`config.mk`:
```
export PLATFORM = sky130hd
export DESIGN_NAME = multilane_processing_element
export DESIGN_NICKNAME = d
export VERILOG_FILES = /design/src/rtl/multilane_processing_element.sv
export SDC_FILE = /design/constraint.sdc
export NUM_CORES = 1
export LEC_CHECK = 0
export ABC_AREA = 1
export CAP_MARGIN = 20
export CORE_UTILIZATION = 30
export CTS_CLUSTER_SIZE = 20
export DETAILED_ROUTE_END_ITERATION = 12
export GPL_ROUTABILITY_DRIVEN = 0
export PLACE_DENSITY = 0.43
export SLEW_MARGIN = 20
export SYNTH_ARGS = -nofsm -noshare
export SYNTH_HDL_FRONTEND = slang
export SYNTH_SLANG_ARGS = --single-unit
export TNS_END_PERCENT = 100
```
`constraint.sdc`:
```
create_clock -name clk -period 5.85 [get_ports clk]
set_input_delay 0.8775 -clock clk [delete_from_list [all_inputs] [get_ports clk]]
set_output_delay 0.8775 -clock clk [all_outputs]
set_load 0.05 [all_outputs]
```
`src/rtl/multilane_processing_element.sv`:
```
// Systolic PE: LANES-wide signed dot product plus upstream psum or local accumulator, 2-stage pipeline.
// Define PE_SATURATE_EN to clamp the result to the OUT_BW signed range instead of wrapping.
module multilane_processing_element #(
    parameter int WEIGHT_BW    = 8,
    parameter int DATA_BW      = 8,
    parameter int SUM_BW       = 16,
    parameter int OUT_BW       = 20,
    parameter int ADDR_BW      = 5,
    parameter int LANES        = 4,
    parameter int ELEMENT_ADDR = 0
) (
    input  logic                         clk,
    input  logic                         rst,
    input  logic                         i_w_en,
    input  logic [ADDR_BW-1:0]           i_addr,
    input  logic [LANES*WEIGHT_BW-1:0]   i_w,
    input  logic                         i_valid,
    input  logic [LANES*DATA_BW-1:0]     i_x,
    input  logic [SUM_BW-1:0]            i_psum,
    input  logic                         i_acc_mode,
    input  logic                         i_acc_clr,
    output logic                         o_valid,
    output logic [OUT_BW-1:0]            o_psum
);
    localparam int PROD_BW = WEIGHT_BW + DATA_BW;
`ifdef PE_SATURATE_EN
    // Wide enough to hold the unclamped total so the clamp decision is exact.
    localparam int CALC_BW = OUT_BW + PROD_BW + $clog2(LANES + 1) + 2;
`else
    // Wrapping only needs the low OUT_BW bits; modular arithmetic keeps them exact.
    localparam int CALC_BW = OUT_BW;
`endif

    logic signed [WEIGHT_BW-1:0] w_q    [LANES];
    logic signed [WEIGHT_BW-1:0] w_d    [LANES];
    logic signed [PROD_BW-1:0]   prod_q [LANES];
    logic signed [PROD_BW-1:0]   prod_d [LANES];
    logic signed [SUM_BW-1:0]    psum1_q, psum1_d;
    logic                        mode1_q, mode1_d;
    logic                        clr1_q, clr1_d;
    logic                        v1_q, v1_d;
    logic                        v2_q, v2_d;
    logic [OUT_BW-1:0]           psum2_q, psum2_d;

    logic signed [WEIGHT_BW-1:0] wk;
    logic signed [DATA_BW-1:0]   xk;
    logic signed [CALC_BW-1:0]   dot, base, total;
`ifdef PE_SATURATE_EN
    logic signed [CALC_BW-1:0]   sat_max, sat_min;
`endif

    // Stage 1 multiplies with the weights held before this edge, so a same-edge load
    // only affects later beats.
    always_comb begin
        w_d     = w_q;
        prod_d  = prod_q;
        psum1_d = psum1_q;
        mode1_d = mode1_q;
        clr1_d  = clr1_q;
        v1_d    = i_valid;
        wk      = '0;
        xk      = '0;
        if (i_w_en && i_addr == ADDR_BW'(ELEMENT_ADDR)) begin
            for (int k = 0; k < LANES; k++) begin
                w_d[k] = i_w[k*WEIGHT_BW +: WEIGHT_BW];
            end
        end
        if (i_valid) begin
            for (int k = 0; k < LANES; k++) begin
                wk        = w_q[k];
                xk        = i_x[k*DATA_BW +: DATA_BW];
                prod_d[k] = $signed({{DATA_BW{wk[WEIGHT_BW-1]}}, wk}) *
                            $signed({{WEIGHT_BW{xk[DATA_BW-1]}}, xk});
            end
            psum1_d = i_psum;
            mode1_d = i_acc_mode;
            clr1_d  = i_acc_clr;
        end
    end

    always_comb begin
        dot = '0;
        for (int k = 0; k < LANES; k++) begin
            dot = dot + CALC_BW'(prod_q[k]);
        end
        if (!mode1_q) begin
            base = CALC_BW'(psum1_q);
        end else if (clr1_q) begin
            base = '0;
        end else begin
            base = CALC_BW'($signed(psum2_q));
        end
        total = base + dot;
        v2_d  = v1_q;
`ifdef PE_SATURATE_EN
        sat_max = CALC_BW'({1'b0, {(OUT_BW-1){1'b1}}});
        sat_min = ~sat_max;
        if (total > sat_max) begin
            psum2_d = sat_max[OUT_BW-1:0];
        end else if (total < sat_min) begin
            psum2_d = sat_min[OUT_BW-1:0];
        end else begin
            psum2_d = total[OUT_BW-1:0];
        end
`else
        psum2_d = total;
`endif
        // Bubbles hold the output, which doubles as the accumulator.
        if (!v1_q) begin
            psum2_d = psum2_q;
        end
    end

    always_ff @(posedge clk or posedge rst) begin
        if (rst) begin
            for (int k = 0; k < LANES; k++) begin
                w_q[k]    <= '0;
                prod_q[k] <= '0;
            end
            psum1_q <= '0;
            mode1_q <= 1'b0;
            clr1_q  <= 1'b0;
            v1_q    <= 1'b0;
            v2_q    <= 1'b0;
            psum2_q <= '0;
        end else begin
            w_q     <= w_d;
            prod_q  <= prod_d;
            psum1_q <= psum1_d;
            mode1_q <= mode1_d;
            clr1_q  <= clr1_d;
            v1_q    <= v1_d;
            v2_q    <= v2_d;
            psum2_q <= psum2_d;
        end
    end

    assign o_valid = v2_q;
    assign o_psum  = psum2_q;
endmodule
```
Yosys cells after proc, flatten, opt, wreduce, memory -nomap -nowiden
Index checks and enable logic that the tools add are counted.
{"block": "totals", "ff_bits": 136, "input_bits": 91, "output_inout_bits": 21, "wordCells": 26}
{"block": "classes", "add_sub_neg": 4, "n_mul": 4, "n_mux": 2, "reduce_logical": 2}
{"cell": "multiplier 8 x 8 -> 16 bit", "count": 4}
{"cell": "2-to-1 mux 20 bit", "count": 2}
{"cell": "adder 20 x 19 -> 20 bit", "count": 1}
{"cell": "adder 18 x 16 -> 19 bit", "count": 1}
{"cell": "adder 17 x 16 -> 18 bit", "count": 1}
{"cell": "adder 16 x 16 -> 17 bit", "count": 1}
{"cell": "logical NOT 5 bit", "count": 1}
{"cell": "logical AND 1 bit", "count": 1}

Longest topological paths before layout
Gate-level depths: netlist (run 1).
{"block": "depth", "ltp_word": 4, "depth_mapped": 23, "depth_no_buf": 22}

Least setup slack after synthesis (run 1)
Ideal clock, no wire load.
{"block": "synth_timing", "path_kind": "in2reg", "from": "in i_x[18]", "to": "reg prod_q[31] (netlist bit)", "setup_time_ns": 0.117, "arrival_ns": 4.482, "required_ns": 5.733, "slack_ns": 1.251, "path_stages": 17, "n_path_buf": 1, "cell_sequence": "clkbuf_1 -> nand2_1 -> fa_1 -> inv_1 -> fa_1 -> inv_1 -> fa_1 -> inv_1 -> fa_1 -> ha_1 -> a21o_1 -> nor2_1 -> nand2_1 -> nor2_1 -> nand3_1 -> nand3_1 -> nand2_1"}
{"block": "synth_via", "elab_chain_len": 1}
{"item": "from (decl)", "line_no": "18", "text": "input logic [LANES*DATA_BW-1:0] i_x,"}
{"item": "multiplier 8 x 8 -> 16 bit", "line_no": "72", "text": "prod_d[k] = $signed({{DATA_BW{wk[WEIGHT_BW-1]}}, wk}) *"}
{"item": "to (signal assigned)", "line_no": "128", "text": "prod_q <= prod_d;"}
{"item": "to (decl)", "line_no": "36", "text": "logic signed [PROD_BW-1:0] prod_q [LANES];"}
Every way passes these cells.
A chain may end at the register's enable or synchronous reset.

Worst setup path after layout (run 1)
{"block": "layout_timing", "from": "in i_x[26]", "to": "reg prod_q[15] (netlist bit)"}
Same word-level chain as after synthesis.

==> results of run 1 <==
-- worst max-delay path, stage by stage --
cell	delay [ns]
clkdlybuf4s50_1	0.67
nand2_1	0.20
fa_1	0.79
inv_1	0.11
fa_1	0.51
inv_1	0.05
fa_1	0.49
inv_1	0.05
fa_1	0.45
ha_1	0.33
nand2_1	0.08
nor2_1	0.14
nand3_1	0.11
nand3_1	0.11
nand3_1	0.08
nand3_1	0.08
nand2_1	0.06
-- stage by stage --
step	worst slack (ns)	area, um^2
floorplan	1.25	18800
global placement	0.544	20700
detailed placement	0.525	20700
CTS	1.04	21300
global route	0.694	21300
finish	1.02	21300
-- registers in the layout (all words and copies together) (netlist names) --
register and flops:
clr1_q 1, psum1_q 16, mode1_q 1, w_q 32
v1_q 1, o_valid 1, prod_q 64, o_psum 20
-- cells in the final DEF (no fill, tap or decap) --
master           netlist  final
inv_1                805    804
nand2_1              650    650
fa_1                 271    271
ha_1                 137    137
dfrtp_1              136    136
clkdlybuf4s50_1        0    110
nor2_1               108    108
o21ai_0               99     99
nand3_1               94     94
a21oi_1               41     41
o21ai_1               23     23
xnor2_1               19     19
clkbuf_16              0     17
o22ai_1               13     13
nand4_1               12     12
nand3b_1              11     11
buf_4                  1      9
o21ai_2                8      8
xor2_1                 8      8
o21bai_1               7      7
inv_6                  0      7
nor3_1                 5      5
a21o_1                 5      5
a21oi_2                4      4
inv_8                  0      3
clkinvlp_4             0      3
o211ai_1               2      2
a31oi_1                2      2
clkinv_4               0      2
nor4_2                 1      1
nand3b_4               0      1
or2_2                  1      1
or2_1                  1      1
bufinv_16              0      1
-- cell families (layout without fill, tap and decap cells) --
kind of cell    count (synthesis)  in the layout  share of synthesized area (%)
compound gates                204            204                           5.94
flops                         136            136                           18.1
fa+ha+maj                     408            408                           37.9
simple gates                  884            884                           18.8
xor+xnor                       27             27                           1.26
buf+inv                       896            956                           18.1
-- worst paths after layout --
kind,cells past startpoint,end,startpoint
worst max-delay path,17,prod_q[15],i_x[26]
worst min-delay path,2,prod_q[43],prod_q[43]
worst max register to register,18,prod_q[28],w_q[13]
worst min register to register,2,prod_q[43],prod_q[43]
max in group asynchronous,3,o_psum[19],rst
min in group asynchronous,2,w_q[26],rst
-- routing by layer --
layer	vias to the layer above	track usage, %	part of all wire (%)
met4	0	4.87	2.1
met1	6960	21.1	50
met5	-	0	0
li1	7428	-	-
met3	41	2.12	2.6
met2	202	25.1	46
-- cell type report --
type / count / area, um^2
fill: 6638 / 40600
multi-input combinational: 1523 / 12000
sequential: 136 / 3400
inverter: 805 / 3030
timing repair buffer: 119 / 1170
tap: 837 / 1050
clock buffer: 17 / 425
clock inverter: 15 / 156
==> results by group, run 1 <==
Floorplanning
  – Starting Density: 30.5%
  – Die height: 253 um
  – Row cnt: 91
  – Die area: 63800 um^2
  – Die width: 253 um
  – Core Area: 61800 um^2
  – IO Pins: 112

Synth
  – Synthesis-stage register bit count: 136
  – Yosys warning count: 0
  – Synth top cells by count: inv_1 (805), nand2_1 (650), fa_1 (271), ha_1 (137), dfrtp_1 (136)
  – Post-synthesis async set-or-reset flop share: 100%
  – Syn Nets: 3054
  – Yosys cell types: 31
  – Synthesized cell area: 18800 um^2
  – Synth Instances: 2555
  – EDFF count, synth: 0
  – Sequential fraction of the synthesis area: 18.1%
  – Avg Cell Area, Syn: 7.37 um^2
  – Most common cell in the netlist: inv_1
  – Prevailing post-synth register cell: dfrtp_1
  – Post-synth top area share: 28.8%
  – Synth area leaders: fa_1 (29%), dfrtp_1 (18%), inv_1 (16%)
  – Dominant cell type by area after synthesis: fa_1

Finish
  – Fin cells: 3452
  – Layout area overhead: 12.9%
  – Nets: 3101
  – Final Core Density: 34.4%
  – ANT cells: 0
  – Layout cells sized above 1: 2.18%

Clocking
  – PostCTS Resize Cnt: 0
  – Post-CTS Hold Buffers: 0
  – CTS buffer count: 17
  – H-tree depth: 4
  – Max Root-Sink Buffers: 2
  – Worst-Skew Late Latency: 0.47 ns
  – Root Driver: clkbuf_16
  – CTS tree: done
  – Clock Sinks: 136
  – Clock transition at the registers of the reported paths: 0.07 ns
  – Setup Fix Bufs, Post-CTS: 0

STA
  – WHS: 0.484 ns
  – Tmin final: 4.83 ns
  – Tcrit/Tclk final: 82.5%
  – Slew at the pin with the worst max-slew slack: 0.893 ns
  – Final hold violation count: 0
  – Slew margin rel.: 40.4%
  – Final Skew: 0.0160 ns
  – Final setup viols: 0
  – Setup TNS: 0 ns
  – RSZ-0062 raised after global routing: no
  – Max Freq: 207 MHz
  – Slew Viols, Final: 0

Placement
  – Placed instance count: 3420
  – Port Buf Inserts: 111
  – Final HPWL DP: 38.6 mm

Route
  – DRC: 0
  – Remaining antenna violation count after routing: 0
  – TritonRoute pass-1 iters: 4
  – Vias: 14.6k
  – Initial detailed-routing violation count: 557
  – WL/cell: 13.3 um
  – Post-Route WL: 45.8 mm
  – Vias per inst: 4.24

Critical path
  – Crit end category: flop
  – Worst EP required: 6.21 ns
  – Startpoint types: input pin
  – Worst EP arrival: 5.18 ns
  – CP Class: in2reg
  – Crit-path max FO: 8
  – Worst reg-to-reg setup slack: 1.52 ns

Flow run
  – Max-cap violations: 0

Global routing
  – First-pass GRT wire length: 77.6 mm
  – Largest net degree at the start of global routing: 70
  – Vias in the first global route: 15.3k
  – Total Routing Usage GR: 15.4%
  – Initial antenna violation count: 0
  – Grt total ovfl: 0

Min path
  – Min-delay worst type: reg2reg

Run status
  – Status: finished, final reports clean
Power of run 1 is left out: the tool's default activity adds up to more than one toggle a clock period on the data nets, which glitch-free logic cannot reach.
==> run 2, diff against run 1 <==
==> constraint.sdc (replaced) <==
create_clock -name clk -period 4.5 [get_ports clk]
set_input_delay 0.675 -clock clk [delete_from_list [all_inputs] [get_ports clk]]
set_output_delay 0.675 -clock clk [all_outputs]
set_load 0.05 [all_outputs]
==> run 2 against run 1 <==
  * Sequential cell count stayed put
  * Register-to-register slack worse by 1.2 ns
  * Critical path depth is 2 higher
  * Largest cell class unchanged
  * Core utilization is 2.1 points higher
  * First-iteration DRC count is 29% higher
  * Die area stayed put
  * Worst hold slack better by 0.0044 ns
  * Clock-buffer cell count stayed put
==> results by group, run 2 (synthesis gave the netlist of run 1 again) <==
Route
  – WL/cell: 13.1 um (was 13.3 um)
  – Post-Route WL: 47.0 mm (was 45.8 mm)
  – DRC: 0 (unchanged)
  – Vias: 15.1k (was 14.6k)
  – TritonRoute pass-1 iters: 5 (was 4)
  – Vias per inst: 4.20 (was 4.24)
  – Remaining antenna violation count after routing: 0 (unchanged)
  – Initial detailed-routing violation count: 716 (was 557)

Finish
  – Layout cells sized above 1: 8.36% (was 2.18%)
  – Most common cell after layout, fill and taps aside: inv_1 (unchanged)
  – Largest Register: prod_q (unchanged)
  – Fin cells: 3601 (was 3452)
  – Nets: 3250 (was 3101)
  – Largest register FFs: 64 (unchanged)
  – Fill count: 6534 (was 6638)
  – Commonest non-fill, non-tap cells in the layout: inv_1 (799), nand2_1 (649), fa_1 (267), buf_4 (156), dfrtp_1 (135) (was inv_1 (804), nand2_1 (650), fa_1 (271), ha_1 (137), dfrtp_1 (136))
  – Reg area: 3400 um^2 (about the same)
  – Layout area overhead: 19.7% (was 12.9%)
  – Multi-input logic area: 12100 um^2 (was 12000 um^2)
  – ANT cells: 0 (unchanged)

STA
  – Tcrit/Tclk final: 96.0%
  – Slew margin rel.: 45.5% (was 40.4%)
  – WHS: 0.488 ns (was 0.484 ns)
  – Slew at the pin with the worst max-slew slack: 0.816 ns (was 0.893 ns)
  – RSZ-0062 raised after global routing: yes (was no)
  – Final Skew: 0.0227 ns (was 0.0160 ns)
  – Max Freq: 232 MHz
  – Final hold violation count: 0 (unchanged)
  – Tmin final: 4.32 ns
  – Slew Viols, Final: 0 (unchanged)
  – Final setup viols: 0 (unchanged)

Critical path
  – Worst EP arrival: 4.68 ns (was 5.18 ns)
  – CP Class: in2reg (unchanged)
  – R2R Path Start: w_q[21] (was w_q[13])
  – Crit-path max FO: 4 (was 8)
  – Crit end category: flop (unchanged)
  – R2r worst-path depth: 19 (was 18)
  – Worst EP required: 4.86 ns (was 6.21 ns)
  – Startpoint types: input pin (unchanged)
  – R2r endpoint: prod_q[47] (was prod_q[28])
  – Worst reg-to-reg setup slack: 0.31 ns (was 1.52 ns)

Floorplanning
  – Core Area: 61800 um^2 (unchanged)
  – Die area: 63800 um^2 (unchanged)
  – Starting Density: 30.5% (unchanged)
  – Die height: 253 um (unchanged)
  – Die width: 253 um (unchanged)
  – IO Pins: 112 (unchanged)
  – Row cnt: 91 (unchanged)

Clocking
  – Clock transition at the registers of the reported paths: 0.07 ns (about the same)
  – Clock Sinks: 136 (unchanged)
  – CTS buffer count: 17 (unchanged)
  – Worst-Skew Late Latency: 0.47 ns (about the same)
  – H-tree depth: 4 (unchanged)
  – Post-CTS Hold Buffers: 0 (unchanged)
  – Root Driver: clkbuf_16 (unchanged)
  – Max Root-Sink Buffers: 2 (unchanged)
  – CTS tree: done (unchanged)

Global routing
  – Initial antenna violation count: 0 (unchanged)
  – Largest net degree at the start of global routing: 112 (was 70)
  – Grt total ovfl: 0 (unchanged)
  – Vias in the first global route: 15.8k (was 15.3k)
  – Total Routing Usage GR: 15.8% (was 15.4%)
  – First-pass GRT wire length: 80.1 mm (was 77.6 mm)

Placement
  – Final HPWL DP: 39.8 mm (was 38.6 mm)
  – Port Buf Inserts: 111 (unchanged)
  – Placed instance count: 3567 (was 3420)

Min path
  – Min-delay worst type: reg2reg (unchanged)
  – Hold_sp: prod_q[27] (was prod_q[43])
  – Hold depth: 2 (unchanged)
  – Worst Hold Path EP: prod_q[27] (was prod_q[43])

Run status
  – Status: finished, final reports clean (unchanged)

Flow run
  – Max-cap violations: 0 (unchanged)
-- run 2: cell count changes in the layout (fill, tap and decap cells not counted), sizes merged --
cell,change
bufinv,+1
inv,-4
clkinv,+6
buf,+149
clkdlybuf4s50,-18
clkinvlp,-3
dlymetal6s2s,+18
-- run 2: cell type report --
type | count | share of cell area, %
multi-input cells | 1523 | 53.8
well taps | 837 | 4.64
repair buffers | 268 | 10.5
clock inverters | 15 | 0.738
flip-flops and latches | 136 | 15.1
inverters | 805 | 13.4
clock buffers | 17 | 1.89
-- run 2: worst max-delay path by stage --
stage / from / endpoint / slack, ns
global placement: i_x[27] / prod_q[9] / -0.49
floorplan: i_x[18] / prod_q[31] / 0.10
detailed placement: i_x[13] / prod_q[44] / -0.52
global route: i_x[18] / prod_q[31] / -0.001
finish: i_x[15] / prod_q[47] / 0.18
CTS: i_x[13] / prod_q[44] / 0.01
-- run 2: repair_timing --
action / CTS / global route
setup buffers: 0 / 2
endpoints found under the setup margin: 0 / 25
resized for setup: 0 / 46
endpoints found under the hold margin: 0 / 0
-- run 2: metal layers --
layer  track usage (%)  wire [um]  share of wire (%)  vias to the layer above
met4              4.09        569                1.2                        0
li1                  -          -                  -                     7724
met5                 0          0                  0                        -
met2              25.7      21500                 46                      187
met1              22.2      23800                 51                     7178
met3              1.77       1170                2.5                       35
-- run 2: per-stage QoR --
stage               util (%)  setup TNS, ns  area, um^2  setup slack, ns
global route            36.5       -0.00145       22500         -0.00145
detailed placement      35.3         -11.61       21800           -0.522
floorplan                  -              0       18800            0.103
CTS                     36.2              0       22400          0.00961
finish                  36.5              0       22500            0.182
global placement        35.3         -10.68       21800           -0.486
-- run 2: worst max-delay path, cell delays in order --
cell	delay, ns
clkdlybuf4s50_1	0.45
buf_4	0.17
fa_1	0.52
inv_1	0.06
fa_1	0.50
inv_1	0.05
fa_1	0.53
inv_1	0.05
fa_1	0.47
inv_1	0.04
ha_1	0.34
nand2_1	0.12
nor2_1	0.15
nand2_1	0.07
nor2_1	0.15
nand3b_1	0.13
nand2_1	0.05
nand3_1	0.08
nand2_1	0.06
Power of run 2 is left out for the same reason.
==> run 3, diff against run 2 <==
--- a/config.mk
+++ b/config.mk
@@ -7,6 +7,7 @@
 export LEC_CHECK = 0
 export ABC_AREA = 1
 export CAP_MARGIN = 20
+export CORE_MARGIN = 3
 export CORE_UTILIZATION = 30
 export CTS_CLUSTER_SIZE = 20
 export DETAILED_ROUTE_END_ITERATION = 12
==> run 3 against run 2 <==
  * Global-route usage down 0.57 points
  * Clock-buffer cell count is 2 higher
  * Critical path depth unchanged
  * Fmax decreased by 1.0%
  * Cell count is essentially flat
  * First-iteration DRC count down 28%
  * Design area is 0.39% higher
  * Largest cell class unchanged
  * Sequential cell count unchanged
  * Non-clock buffer count rose by 3
  * Core utilization is 0.074 points higher
  * Register-to-register slack gained 0.02 ns
==> results by group, run 3 (synthesis gave the netlist of run 1 again) <==
STA
  – Final worst slack: 0.138 ns (was 0.182 ns)
  – Max Freq: 229 MHz (was 232 MHz)
  – Slew margin rel.: 50.0% (was 45.5%)
  – Slew Viols, Final: 0 (unchanged)
  – Final hold violation count: 0 (unchanged)
  – Final Skew: 0.0257 ns (was 0.0227 ns)
  – Tmin final: 4.36 ns (was 4.32 ns)
  – RSZ-0062 raised after global routing: yes (unchanged)
  – Final setup viols: 0 (unchanged)
  – Slew at the pin with the worst max-slew slack: 0.750 ns (was 0.816 ns)
  – Tcrit/Tclk final: 96.9% (was 96.0%)
  – Setup TNS: 0 ns (unchanged)

Clocking
  – Worst-Skew Late Latency: 0.48 ns (was 0.47 ns)
  – CTS buffer count: 17 (unchanged)
  – Max Root-Sink Buffers: 2 (unchanged)
  – PostCTS Resize Cnt: 0 (unchanged)
  – Setup Fix Bufs, Post-CTS: 0 (unchanged)
  – Post-CTS Hold Buffers: 0 (unchanged)
  – CTS tree: done (unchanged)
  – Clock Sinks: 136 (unchanged)
  – H-tree depth: 4 (unchanged)
  – Root Driver: clkbuf_16 (unchanged)
  – Clock transition at the registers of the reported paths: 0.06 ns (was 0.07 ns)

Floorplanning
  – Starting Density: 30.4% (was 30.5%)
  – IO Pins: 112 (unchanged)
  – Core Area: 61900 um^2 (was 61800 um^2)
  – Die width: 257 um (was 253 um)
  – Row cnt: 91 (unchanged)
  – Die area: 65800 um^2 (was 63800 um^2)
  – Die height: 257 um (was 253 um)

Route
  – Post-Route WL: 47.3 mm (was 47.0 mm)
  – Vias: 15.0k (was 15.1k)
  – Vias per inst: 4.18 (was 4.20)
  – Remaining antenna violation count after routing: 0 (unchanged)
  – DRC: 0 (unchanged)
  – WL/cell: 13.1 um (about the same)
  – Initial detailed-routing violation count: 517 (was 716)
  – TritonRoute pass-1 iters: 5 (unchanged)

Critical path
  – Crit-path max FO: 4 (unchanged)
  – CP Cell Sequence: clkdlybuf4s50_1, nand2_1, inv_1, fa_1, inv_1, fa_1, inv_1, fa_1, inv_1, fa_1, inv_1, ha_1, nand2_1, o21ai_1, nand2_1, nand2_1, nand2_1, nand3_1, nand2_1 (was clkdlybuf4s50_1, buf_4, fa_1, inv_1, fa_1, inv_1, fa_1, inv_1, fa_1, inv_1, ha_1, nand2_1, nor2_1, nand2_1, nor2_1, nand3b_1, nand2_1, nand3_1, nand2_1)
  – R2r worst-path depth: 18 (was 19)
  – Worst reg-to-reg setup slack: 0.33 ns (was 0.31 ns)
  – Worst EP arrival: 4.71 ns (was 4.68 ns)
  – CP delay by family, top: adder cells (unchanged)
  – Slowest-stage cell, CP: fa_1 (unchanged)
  – Startpoint types: input pin (unchanged)
  – Cell mode on critical path: nand2_1
  – Worst EP required: 4.85 ns (was 4.86 ns)
  – Crit end category: flop (unchanged)
  – CP Class: in2reg (unchanged)
  – R2R Path Start: w_q[22] (was w_q[21])
  – R2r endpoint: prod_q[43] (was prod_q[47])
  – Crit path buf inv count: 6 (unchanged)
  – Slowest stage delay, CP: 0.53 ns (about the same)

Placement
  – Final HPWL DP: 40.1 mm (was 39.8 mm)
  – Placed Instance Area: 21800 um^2 (about the same)
  – Port Buf Inserts: 111 (unchanged)
  – Place WS: -0.484 ns (was -0.522 ns)

Finish
  – Commonest non-fill, non-tap cells in the layout: inv_1 (800), nand2_1 (648), fa_1 (268), buf_4 (159), dfrtp_1 (136) (was inv_1 (799), nand2_1 (649), fa_1 (267), buf_4 (156), dfrtp_1 (135))
  – Most common cell after layout, fill and taps aside: inv_1 (unchanged)
  – Largest Register: prod_q (unchanged)
  – Final Core Density: 36.5% (about the same)
  – Layout cells sized above 1: 8.39% (was 8.36%)
  – Final Cell Area: 22600 um^2 (was 22500 um^2)
  – Largest register FFs: 64 (unchanged)
  – ANT cells: 0 (unchanged)
  – Layout area overhead: 20.1% (was 19.7%)
  – Nets: 3253 (was 3250)

Min path
  – Worst Hold Path EP: prod_q[38] (was prod_q[27])
  – Min-delay worst type: reg2reg (unchanged)
  – Hold_sp: prod_q[38] (was prod_q[27])
  – Hold depth: 2 (unchanged)

Global routing
  – First-pass GRT wire length: 80.9 mm (was 80.1 mm)
  – Largest net degree at the start of global routing: 70 (was 112)
  – Total Routing Usage GR: 15.2% (was 15.8%)
  – Vias in the first global route: 15.7k (was 15.8k)
  – Initial antenna violation count: 0 (unchanged)
  – Grt total ovfl: 0 (unchanged)

Run status
  – Status: finished, final reports clean (unchanged)

Flow run
  – Max-cap violations: 0 (unchanged)
-- run 3: cell count changes in the layout (fill, tap and decap cells not counted), moves of 2 or more --
cell | previous run | this run
inv_6 | 6 | 1
buf_4 | 156 | 159
bufinv_16 | 2 | 5
clkinv_4 | 6 | 3
clkbuf_8 | 0 | 2
ha_1 | 134 | 132
o21ai_1 | 24 | 26
-- run 3: final cells by class --
class,instances,area [um^2]
well taps,837,1050
flip-flops and latches,136,3400
inverters,805,3030
clock buffers,19,453
repair buffers,271,2370
fillers,6718,39300
clock inverters,12,199
multi-input cells,1523,12100
-- run 3: worst min-delay path, stage by stage, from the launching register on --
cell and delay, ns:
dfrtp_1 0.35, nand2_1 0.05, o21ai_0 0.05
-- run 3: per-layer routing --
metal	global-route usage, %	vias to the layer above	routed length [um]
li1	-	7721	-
met1	21.7	7118	23700
met2	24.4	177	21600
met3	2.31	28	1350
met4	3.57	0	623
met5	0	-	0
-- run 3: how the worst max path moves through the flow --
stage / startpoint / end / slack, ns / cells after the start
detailed placement: i_x[19] / prod_q[26] / -0.48 / 15
global placement: i_x[19] / prod_q[26] / -0.51 / 15
global route: i_x[9] / prod_q[43] / -0.009 / 19
finish: i_x[9] / prod_q[43] / 0.14 / 19
floorplan: i_x[18] / prod_q[31] / 0.10 / 17
CTS: i_x[19] / prod_q[26] / 0.02 / 15
-- run 3: per-stage QoR --
stage               hold WS [ns]  instances
floorplan                  0.352       2555
global placement           0.471       3572
detailed placement         0.472       3572
CTS                        0.490       3603
global route               0.499       3603
finish                     0.484       3603
Power of run 3 is left out for the same reason.
